[src/rtl/episode_controller.sv]
// -----------------------------------------------------------------------------
// episode_controller
// Sequencing FSM for Dyna-Q training. It runs agent steps and counts the steps
// in each episode. After every step it checks the terminal conditions through
// an external comparator: the goal (reward all ones) first, then the step limit.
// It ends episodes, pulses agent resets, counts episodes and flags completion
// of the training run.
//
// Ports
//   clk           system clock, rising edge
//   rst           asynchronous active-high reset
//   start         one-cycle request to begin a training run (IDLE/DONE only)
//   step_done     one-cycle pulse from the datapath: step finished
//   equal_signal  comparator result for the currently driven select
//   select        comparator mux: 0 = reward goal check, 1 = step-limit check
//   step_count    steps taken in the current episode (feeds the comparator)
//   step_enable   datapath may execute a step
//   agent_reset   one-cycle pulse: return the agent to its start state
//   episode_done  one-cycle pulse at the end of each episode
//   goal_reached  outcome of the last finished episode (1 = goal, 0 = limit)
//   episode_count finished episodes in this run
//   train_done    level: run complete
// -----------------------------------------------------------------------------
module episode_controller #(
  parameter int unsigned STEP_LENGTH    = 5,
  parameter int unsigned EPISODE_LENGTH = 10,
  parameter int unsigned MAX_EPISODES   = 500
) (
  input  logic                      clk,
  input  logic                      rst,
  input  logic                      start,
  input  logic                      step_done,
  input  logic                      equal_signal,
  output logic                      select,
  output logic [STEP_LENGTH-1:0]    step_count,
  output logic                      step_enable,
  output logic                      agent_reset,
  output logic                      episode_done,
  output logic                      goal_reached,
  output logic [EPISODE_LENGTH-1:0] episode_count,
  output logic                      train_done
);

  localparam logic [2:0] IDLE      = 3'd0;
  localparam logic [2:0] INIT      = 3'd1;
  localparam logic [2:0] STEP      = 3'd2;
  localparam logic [2:0] CHK_GOAL  = 3'd3;
  localparam logic [2:0] CHK_LIMIT = 3'd4;
  localparam logic [2:0] RESTART   = 3'd5;
  localparam logic [2:0] DONE      = 3'd6;

  localparam logic [STEP_LENGTH-1:0]    STEP_MAX     = '1;
  localparam logic [EPISODE_LENGTH-1:0] EPISODE_LAST = EPISODE_LENGTH'(MAX_EPISODES);

  logic [2:0]                state;
  logic [2:0]                state_next;
  logic [STEP_LENGTH-1:0]    step_count_next;
  logic [EPISODE_LENGTH-1:0] episode_count_next;
  logic [EPISODE_LENGTH-1:0] episode_inc;
  logic                      goal_reached_next;
  logic                      select_next;
  logic                      step_enable_next;
  logic                      agent_reset_next;
  logic                      episode_done_next;
  logic                      train_done_next;

  assign episode_inc = episode_count + EPISODE_LENGTH'(1);

  // State register plus registered outputs and counters.
  always_ff @(posedge clk or posedge rst) begin
    if (rst) begin
      state         <= IDLE;
      step_count    <= '0;
      episode_count <= '0;
      goal_reached  <= 1'b0;
      select        <= 1'b0;
      step_enable   <= 1'b0;
      agent_reset   <= 1'b0;
      episode_done  <= 1'b0;
      train_done    <= 1'b0;
    end else begin
      state         <= state_next;
      step_count    <= step_count_next;
      episode_count <= episode_count_next;
      goal_reached  <= goal_reached_next;
      select        <= select_next;
      step_enable   <= step_enable_next;
      agent_reset   <= agent_reset_next;
      episode_done  <= episode_done_next;
      train_done    <= train_done_next;
    end
  end

  // Next-state, counter updates, and Moore outputs decoded from the next state
  // so that the registered outputs line up with the state they belong to.
  always_comb begin
    state_next         = state;
    step_count_next    = step_count;
    episode_count_next = episode_count;
    goal_reached_next  = goal_reached;

    case (state)
      IDLE: begin
        if (start) state_next = INIT;
      end
      INIT: begin
        step_count_next    = '0;
        episode_count_next = '0;
        goal_reached_next  = 1'b0;
        state_next         = STEP;
      end
      STEP: begin
        if (step_done) begin
          // Saturate rather than wrap so a stuck comparator never rolls over.
          step_count_next = (step_count == STEP_MAX) ? step_count
                                                     : step_count + STEP_LENGTH'(1);
          state_next      = CHK_GOAL;
        end
      end
      CHK_GOAL: begin
        if (equal_signal) begin
          goal_reached_next = 1'b1;
          state_next        = RESTART;
        end else begin
          state_next = CHK_LIMIT;
        end
      end
      CHK_LIMIT: begin
        if (equal_signal) begin
          goal_reached_next = 1'b0;
          state_next        = RESTART;
        end else begin
          state_next = STEP;
        end
      end
      RESTART: begin
        step_count_next    = '0;
        episode_count_next = episode_inc;
        state_next         = (episode_inc == EPISODE_LAST) ? DONE : STEP;
      end
      DONE: begin
        if (start) state_next = INIT;
      end
      default: state_next = IDLE;
    endcase

    select_next       = (state_next == CHK_LIMIT);
    step_enable_next  = (state_next == STEP);
    agent_reset_next  = (state_next == INIT) || (state_next == RESTART);
    episode_done_next = (state_next == RESTART);
    train_done_next   = (state_next == DONE);
  end

endmodule

[config.mk]
export PLATFORM = sky130hd
export DESIGN_NAME = episode_controller
export DESIGN_NICKNAME = d
export VERILOG_FILES = /design/src/rtl/episode_controller.sv
export SDC_FILE = /design/constraint.sdc
export NUM_CORES = 1
export LEC_CHECK = 0
export CORE_MARGIN = 4
export CORE_UTILIZATION = 45
export DETAILED_ROUTE_END_ITERATION = 12
export GPL_TIMING_DRIVEN = 0
export HOLD_SLACK_MARGIN = 0.02
export PLACE_DENSITY = 0.71
export SLEW_MARGIN = 40
export SYNTH_ARGS = -nofsm -noshare
export SYNTH_HDL_FRONTEND = slang
export SYNTH_SLANG_ARGS = --single-unit
[constraint.sdc]
create_clock -name clk -period 3.4 [get_ports clk]
set_clock_uncertainty 0.1 [all_clocks]
set_input_delay 0.51 -clock clk [delete_from_list [all_inputs] [get_ports clk]]
set_output_delay 0.51 -clock clk [all_outputs]
set_load 0.01 [all_outputs]
== Yosys cells after proc, flatten, opt, wreduce, memory -nomap -nowiden ==
Cells that the tools add are included.

* Bits in writable memories: 0
* Word-level logic and storage cells: 50
* Bits of input ports: 5
* Memories: 0
* Memory bits (read-only): 0
* Flip-flop bits (word level): 24
* Bits in latches: 0

* $mul: 0
* Reductions and logical operators: 9
* Divide/modulo/power cells: 0
* Equality and inequality tests: 17
* Mux-type cells: 13
* Shift-type cells: 0
* $lt $le $gt $ge: 0
* Bitwise logic cells: 0
* Add/subtract/negate cells: 2

{| class="wikitable"
|+ Operators with widths
! cell !! number
|-
| $pmux 10 s2 || 1
|-
| $eq 3x3->1 const B || 6
|-
| $pmux 3 s6 || 1
|-
| $mux 3 || 4
|-
| $add 10x1->10 const B || 1
|-
| $eq 10x9->1 const B || 1
|-
| $mux 5 || 2
|-
| $pmux 5 s2 || 1
|-
| $eq 3x2->1 const B || 3
|-
| $ne 2x2->1 const B || 4
|-
| $eq 3x1->1 const B || 2
|-
| $reduce_and 3->1 || 2
|-
| $add 5x1->5 const B || 1
|-
| $eq 5x5->1 const B || 1
|-
| $reduce_bool 2->1 || 2
|-
| $reduce_or 2->1 || 2
|-
| $logic_not 3->1 || 1
|-
| $mux 1 || 3
|-
| $pmux 1 s3 || 1
|-
| $reduce_bool 3->1 || 1
|-
| $logic_or 1x1->1 || 1
|}

== Longest topological paths before layout ==
Gate-level depths: netlist of the first run.

* Depth in word-level cells: 6
* Gate-level depth with buffers: 7
* Depth with buffers taken out: 7

== Least setup slack after synthesis of the first run ==
OpenSTA, ideal clock, no wires.

* Kind: reg-to-reg
* Start point: reg step_count[0]
* End point: reg step_count[3]
* Cell stages (with the launch flop): 8
* Path slack: 1.560 ns
* Data required time: 3.172 ns
* Path buffers: 0
* Data arrival time: 1.611 ns
* Library setup time: 0.128 ns
* Clock period less this slack: 1.840 ns
* Path through: dfrtp_1 > ha_1 > and3_1 > ha_1 > nor2_1 > nand4_1 > xor2_1 > nor2_1

* Cells in the longest elaborated chain, start to end: 4
* Elaborated cells on any way between the ends: 7
* Classes of those cells: add/sub: 1; eq/ne: 2; mux: 3; reduce/logical: 1

{| class="wikitable"
|+ Ends and longest elaborated chain
! what !! line !! source
|-
| start: declaration || 35 || <nowiki>output logic [STEP_LENGTH-1:0] step_count,</nowiki>
|-
| start signal: assignment || 83 || <nowiki>step_count <= step_count_next;</nowiki>
|-
| $add 5x1->5 || 116 || <nowiki>: step_count + STEP_LENGTH'(1);</nowiki>
|-
| $mux 5 || 115 || <nowiki>step_count_next = (step_count == STEP_MAX) ? step_count</nowiki>
|-
| $mux 5 || 113 || <nowiki>if (step_done) begin</nowiki>
|-
| $pmux 5 s2 || 102 || <nowiki>case (state)</nowiki>
|}

Several ways; a longest one is shown, not always the timed one. The select of a mux whose other input is x is not followed.
A chain may end at the register's enable or synchronous reset.

== Final worst setup path of the first run ==
* Start point: reg episode_count[2]
* End point: out episode_count[2]

{| class="wikitable"
|+ RTL lines
! what !! line !! source
|-
| start: declaration || 40 || <nowiki>output logic [EPISODE_LENGTH-1:0] episode_count,</nowiki>
|-
| start signal: assignment || 84 || <nowiki>episode_count <= episode_count_next;</nowiki>
|}

No word-level cell between the ends.

==> flow_summary.toml, run 1 <==
[worst_setup_path]
crit_family = "buffers and inverters"
cp_data_arrival_time_ps = 1420
cp.required_ps = 2790
crit_chain = "clkdlybuf4s50_1"
start_kind = "flop"
max_stage_delay_ps = 590
worst_path_max_delay_cell = "clkdlybuf4s50_1"
path_class = "flop to output port"
cp_num_buf_inv = 1
endpoint_kind = "output port"
worstPathMaxFanout = 9

[place]
port_buffers = 25
dp_hpwl_mm = 2.166
dp_slack_ps = 1214
place_congestion = 0.8866
post-place-cells = 202

[sta]
tns_ps = 0
grt_setup_unrepaired = "false"
timing_hold_violations_final = 0
max_freq_mhz = 492.4
slew_headroom_pct = 67.39
holdWs_ps = 423.4
period_share_pct = 59.73
fin_crit_ps = 2031
slew_violations = 0
final.setup.worst_slack_ps = 1369
setup_viol = 0
worstMarginPinSlew_ps = 488.5

[yosys]
synth_area_leaders = "dfrtp_1 (44%), o21ai_0 (4.4%), nand2_1 (4.2%)"
synth_most_common_cell = "dfrtp_1"
syn_inst = 146
yosysTopAreaCell = "dfrtp_1"
synth_seq_cells = 24
syn-cell-area_sq_mm = 0.001356
synthArstFlopShare_pct = 100.0
ys_seq_area_share_pct = 44.28
avgSynthCellArea_sq_um = 9.290
synth_top_flop_cell = "dfrtp_1"
synth_nets = 155
synth_edf_count = 0
yosysWarnings = 0
synth_commonest_cells = "dfrtp_1 (24), nand2_1 (15), nor2_1 (12), o21ai_0 (12), a21oi_1 (10)"
synth_cell_types = 40
synth_top_area_share_pct = 44.28

[route]
postRouteAntennaNets = 0
dr.pass1.iters = 4
drt-initial-drc-count = 54
drc = 0
viasPerCell = 5.636
drt-total-wl_mm = 2.897
wl_per_cell_um = 14.06
route.vias.total = 1161

[clock_network]
clk_latency_ps = 310
cts_tree = "yes"
cts_buffer_depth = 2
hold_buffers = 0
cts_setup_buffers = 0
h-tree-depth = 1
clock-sinks = 24
cts_buffers = 3
root_buffer = "clkbuf_4"
cts-resized-gates = 0
clkTransAtPathRegs_ps = 130

[grt]
grtUsageTotal_pct = 16.15
antenna_found_initial = 0
grt_max_degree = 25
grt.overflow.total = 0
grt_pass1_wl_mm = 5.250
grt_pass1_vias = 1109

[flow_run]
max_cap_viol_count = 0

[final_layout]
regMostFlops = "episode_count"
synthToLayoutAreaGrowth_pct = 23.99
n_antenna_cell = 0
reg_top3 = "episode_count x10, step_count x5, state x3"
largest_reg_flops = 10
drive_above_1_share_pct = 9.143
layoutNonFillerInstCount = 206
post-route-util_pct = 59.44
nNetsFinal = 185

[floorplanning]
ios = 26
start_util_pct = 47.94
core_area_sq_mm = 0.002829
die_x_um = 62.90
die_y_um = 62.90
dieArea_sq_mm = 0.003956
rows = 19

[pwr]
power_density_mw_per_mm2 = 558.6
power_leakage_uw = 0.0007787
ir_drop_v = 0.0003649

[hold_path]
hold_class = "input pin to async pin"

[outcome]
status = "finished, final reports clean"
layout by cell type, fill, tap and decap left out, types with 2 or more instances in the layout:
| master | instances |
|---|---|
| clkbuf_1 | 2 |
| o31ai_1 | 2 |
| nand2b_1 | 6 |
| mux2i_1 | 4 |
| nor2b_1 | 4 |
| a21o_1 | 4 |
| inv_1 | 3 |
| nand3_1 | 5 |
| a22o_1 | 2 |
| nand4_1 | 3 |
| nor2_1 | 12 |
| o21ai_0 | 12 |
| xor2_1 | 3 |
| buf_2 | 2 |
| clkdlybuf4s50_1 | 25 |
| a21oi_1 | 10 |
| or4_1 | 3 |
| ha_1 | 4 |
| clkbuf_4 | 3 |
| and3_1 | 5 |
| dfrtp_1 | 24 |
| nand2_1 | 15 |
power breakdown:
part,leakage [uW],internal (uW),switching (uW),total (uW)
combinational,0.000433,179,213,392
clock,0.0000210,65.4,83.2,149
sequential,0.000325,342,56.4,399
layer usage:
layer | track usage, % | up-vias | routed length [um]
met4 | 3.857 | 0 | 17
met2 | 26.48 | 21 | 1390
met1 | 21.20 | 558 | 1409
met3 | 4.137 | 2 | 79
li1 | - | 580 | -
met5 | 0 | - | 0
worst paths after layout:
kind                       depth (start not counted)             start  slack (ps)                to
setup / recovery                                   1  episode_count[2]        1370  episode_count[2]
hold / removal                                     2               rst         420       agent_reset
setup reg to reg                                   7     step_count[0]        1410     step_count[3]
hold reg to reg                                    2     step_count[4]         490     step_count[4]
max in group asynchronous                          2               rst        2440      episode_done
min in group clk                                   2     step_count[4]         490     step_count[4]
layout make-up:
cell class	instances	area (sq um)
Buffer	7	40.04
Multi-Input combinational cell	111	700.7
Inverter	4	15.01
Sequential cell	24	600.6
Fill cell	265	1147
Clock buffer	4	36.28
Tap cell	31	38.79
Timing Repair Buffer	25	250.2
cells by family (layout without fill, tap and decap cells):
family / count (synthesis) / count (layout) / share of synthesized area, %
buffers and inverters: 11 / 40 / 4.059
DFF: 24 / 24 / 44.28
AOI/OAI and AO/OA: 36 / 36 / 16.70
adders and majority gates: 4 / 4 / 3.690
xor gates and xnor gates: 4 / 4 / 2.583
and+or+nand+nor: 62 / 62 / 24.91
muxes: 5 / 5 / 3.782
through the flow:
step                total power, uW  area, sq um
finish                        939.3         1682
global route                   1014         1682
CTS                           946.4         1682
detailed placement            796.7         1645
global placement              781.4         1645
floorplan                     636.9         1356
Power figures use the tool's default switching activity.
==> run 2: changes to the inputs <==
--- a/config.mk
+++ b/config.mk
@@ -10,7 +10,7 @@
 export DETAILED_ROUTE_END_ITERATION = 12
 export GPL_TIMING_DRIVEN = 0
 export HOLD_SLACK_MARGIN = 0.02
-export PLACE_DENSITY = 0.71
+export PLACE_DENSITY = 0.73
 export SLEW_MARGIN = 40
 export SYNTH_ARGS = -nofsm -noshare
 export SYNTH_HDL_FRONTEND = slang
==> constraint.sdc (replaced) <==
create_clock -name clk -period 1.6 [get_ports clk]
set_clock_uncertainty 0.1 [all_clocks]
set_input_delay 0.24 -clock clk [delete_from_list [all_inputs] [get_ports clk]]
set_output_delay 0.24 -clock clk [all_outputs]
set_load 0.01 [all_outputs]
==> run 2 against run 1 <==
- the run now ends with setup timing left
- sequential share of layout area fell by 4.4 points
- power rose by 130%
- die area did not move
- highest routed layer unchanged
==> flow_summary.toml, run 2 (synthesis gave the netlist of run 1 again) <==
[floorplanning]
dieArea_sq_mm = 0.003956
start_util_pct = 47.94
die_y_um = 62.90
die_x_um = 62.90
rows = 19
core_area_sq_mm = 0.002829
ios = 26

[final_layout]
most-common-layout-cells = "dfrtp_1 (20), buf_4 (19), nand2_1 (15)"
synthToLayoutAreaGrowth_pct = 42.44
n_antenna_cell = 0
nNetsFinal = 204
drive_above_1_share_pct = 29.38
reg_top3 = "episode_count x10, step_count x5, state x3"
layout.filler_cells = 236
final_cell_area_sq_mm = 0.001932
final_common_cell = "dfrtp_1"
largest_reg_flops = 10
regMostFlops = "episode_count"

[place]
dp_hpwl_mm = 2.166
place_congestion = 0.8714
port_buffers = 25
dpl_cell_area_sq_mm = 0.001678

[worst_setup_path]
ff2ff_path_depth = 7
reg2reg_slack_ps = -180
cp-endpoint = "train_done"
worst_r2r_startpoint = "episode_count[0]"
crit_chain = "buf_4, buf_4, and3_1, a31o_2, o211ai_2, buf_4, o31ai_2"
crit_path_start = "episode_count[0]"
worst_path_max_delay_cell = "dfrtp_2"
worstPathMaxFanout = 6
path_class = "flop to flop"
cp.required_ps = 1700
endpoint_kind = "flop"
start_kind = "flop"
cp_num_cells = 7
crit_path_frequent_cell = "buf_4"
crit_family = "compound AO/OA/AOI/OAI gates"
cp_data_arrival_time_ps = 1880
cp_num_buf_inv = 3
r2r_end = "train_done"
max_stage_delay_ps = 470

[flow_run]
max_cap_viol_count = 0

[route]
postRouteAntennaNets = 0
drt-initial-drc-count = 81
wl_per_cell_um = 15.10
dr.pass1.iters = 4
viasPerCell = 5.582
drc = 0
route.vias.total = 1256
drt-total-wl_mm = 3.398

[grt]
grt.overflow.total = 0
grt_pass1_wl_mm = 5.658
antenna_found_initial = 0
grt_max_degree = 25
grt_pass1_vias = 1255
grtUsageTotal_pct = 17.45

[pwr]
clkPwrFrac_pct = 12.2
p_comb_share_pct = 48.7
power_frac_seq_pct = 39.1
power_leakage_uw = 0.0009976
total_power_uw = 2185
switchingPower_uw = 831.4
cell_internal_pwr_uw = 1353
swShare_pct = 38.06
power_density_mw_per_mm2 = 1131
ir_drop_v = 0.0009067

[outcome]
violations = "setup timing"
status = "finished, violations left"

[sta]
slew_violations = 0
period_share_pct = 111.4
setup_viol = 9
max_freq_mhz = 561.2
final.setup.worst_slack_ps = -181.8
timing_hold_violations_final = 0
slew_headroom_pct = 67.92
grt_setup_unrepaired = "true"
fin_crit_ps = 1782
worstMarginPinSlew_ps = 480.5

[clock_network]
root_buffer = "clkbuf_4"
clk_latency_ps = 310
cts_tree = "yes"
clkTransAtPathRegs_ps = 120
cts_buffers = 3
hold_buffers = 0
h-tree-depth = 1
cts_buffer_depth = 2
clock-sinks = 24

[hold_path]
hold_class = "input pin to async pin"
## run 2: per-stage QoR
stage               hold slack [ps]  instances  setup slack, ps  utilization (%)  TNS (ps)
finish                        149.5        225           -181.8            68.29     -1010
detailed placement            449.3        202           -191.7            59.31    -776.2
global route                  182.3        225           -235.6            68.29     -1871
floorplan                     154.5        146           -69.54                -    -125.9
CTS                           168.0        221           -156.2            65.06    -925.8
global placement              440.4        202           -165.4            59.31    -554.4
## run 2: layer usage
layer,share of wire (%),vias to the layer above,routed length [um],global-route usage (%)
li1,-,619,-,-
met1,44,604,1492,20.77
met2,51,29,1740,31.09
met3,3.9,4,132,4.676
met4,0.97,0,33,3.857
met5,0,-,0,0
## run 2: power by group through the flow
| stage | Clock, uW | Combinational (uW) | Sequential, uW |
|---|---|---|---|
| 2_1_floorplan | 0 | 485 | 895 |
| 3_3_place_gp | 0 | 817 | 867 |
| 3_5_place_dp | 0 | 850 | 872 |
| 4_1_cts | 274 | 961 | 842 |
| 5_1_grt | 304 | 1170 | 874 |
| 6_report | 266 | 1060 | 854 |
## run 2: what timing repair did
action | 4_1_cts | 5_1_grt
setup buffers | 15 | 6
setup endpoints to repair | 24 | 22
gates cloned | 0 | 0
pin swaps | 6 | 7
hold endpoints to repair | 0 | 0
gates resized for setup | 15 | 20
## run 2: cell type report
type | count | area [sq um] | share of cell area [%]
Multi-Input combinational cell | 111 | 797.0 | 41.26
Timing Repair Buffer | 45 | 411.6 | 21.31
Buffer | 6 | 37.54 | 1.943
Sequential cell | 24 | 605.6 | 31.35
Inverter | 4 | 15.01 | 0.7772
Tap cell | 31 | 38.79 | 2.008
Clock buffer | 4 | 26.28 | 1.360
## run 2: how the worst min path moves through the flow
stage / end / slack [ps] / cells after the start
floorplan: agent_reset / 150 / 1
global placement: step_count[4] / 440 / 2
detailed placement: step_count[3] / 450 / 2
CTS: step_count[1] / 170 / 2
global route: step_count[1] / 180 / 2
finish: step_count[1] / 150 / 2
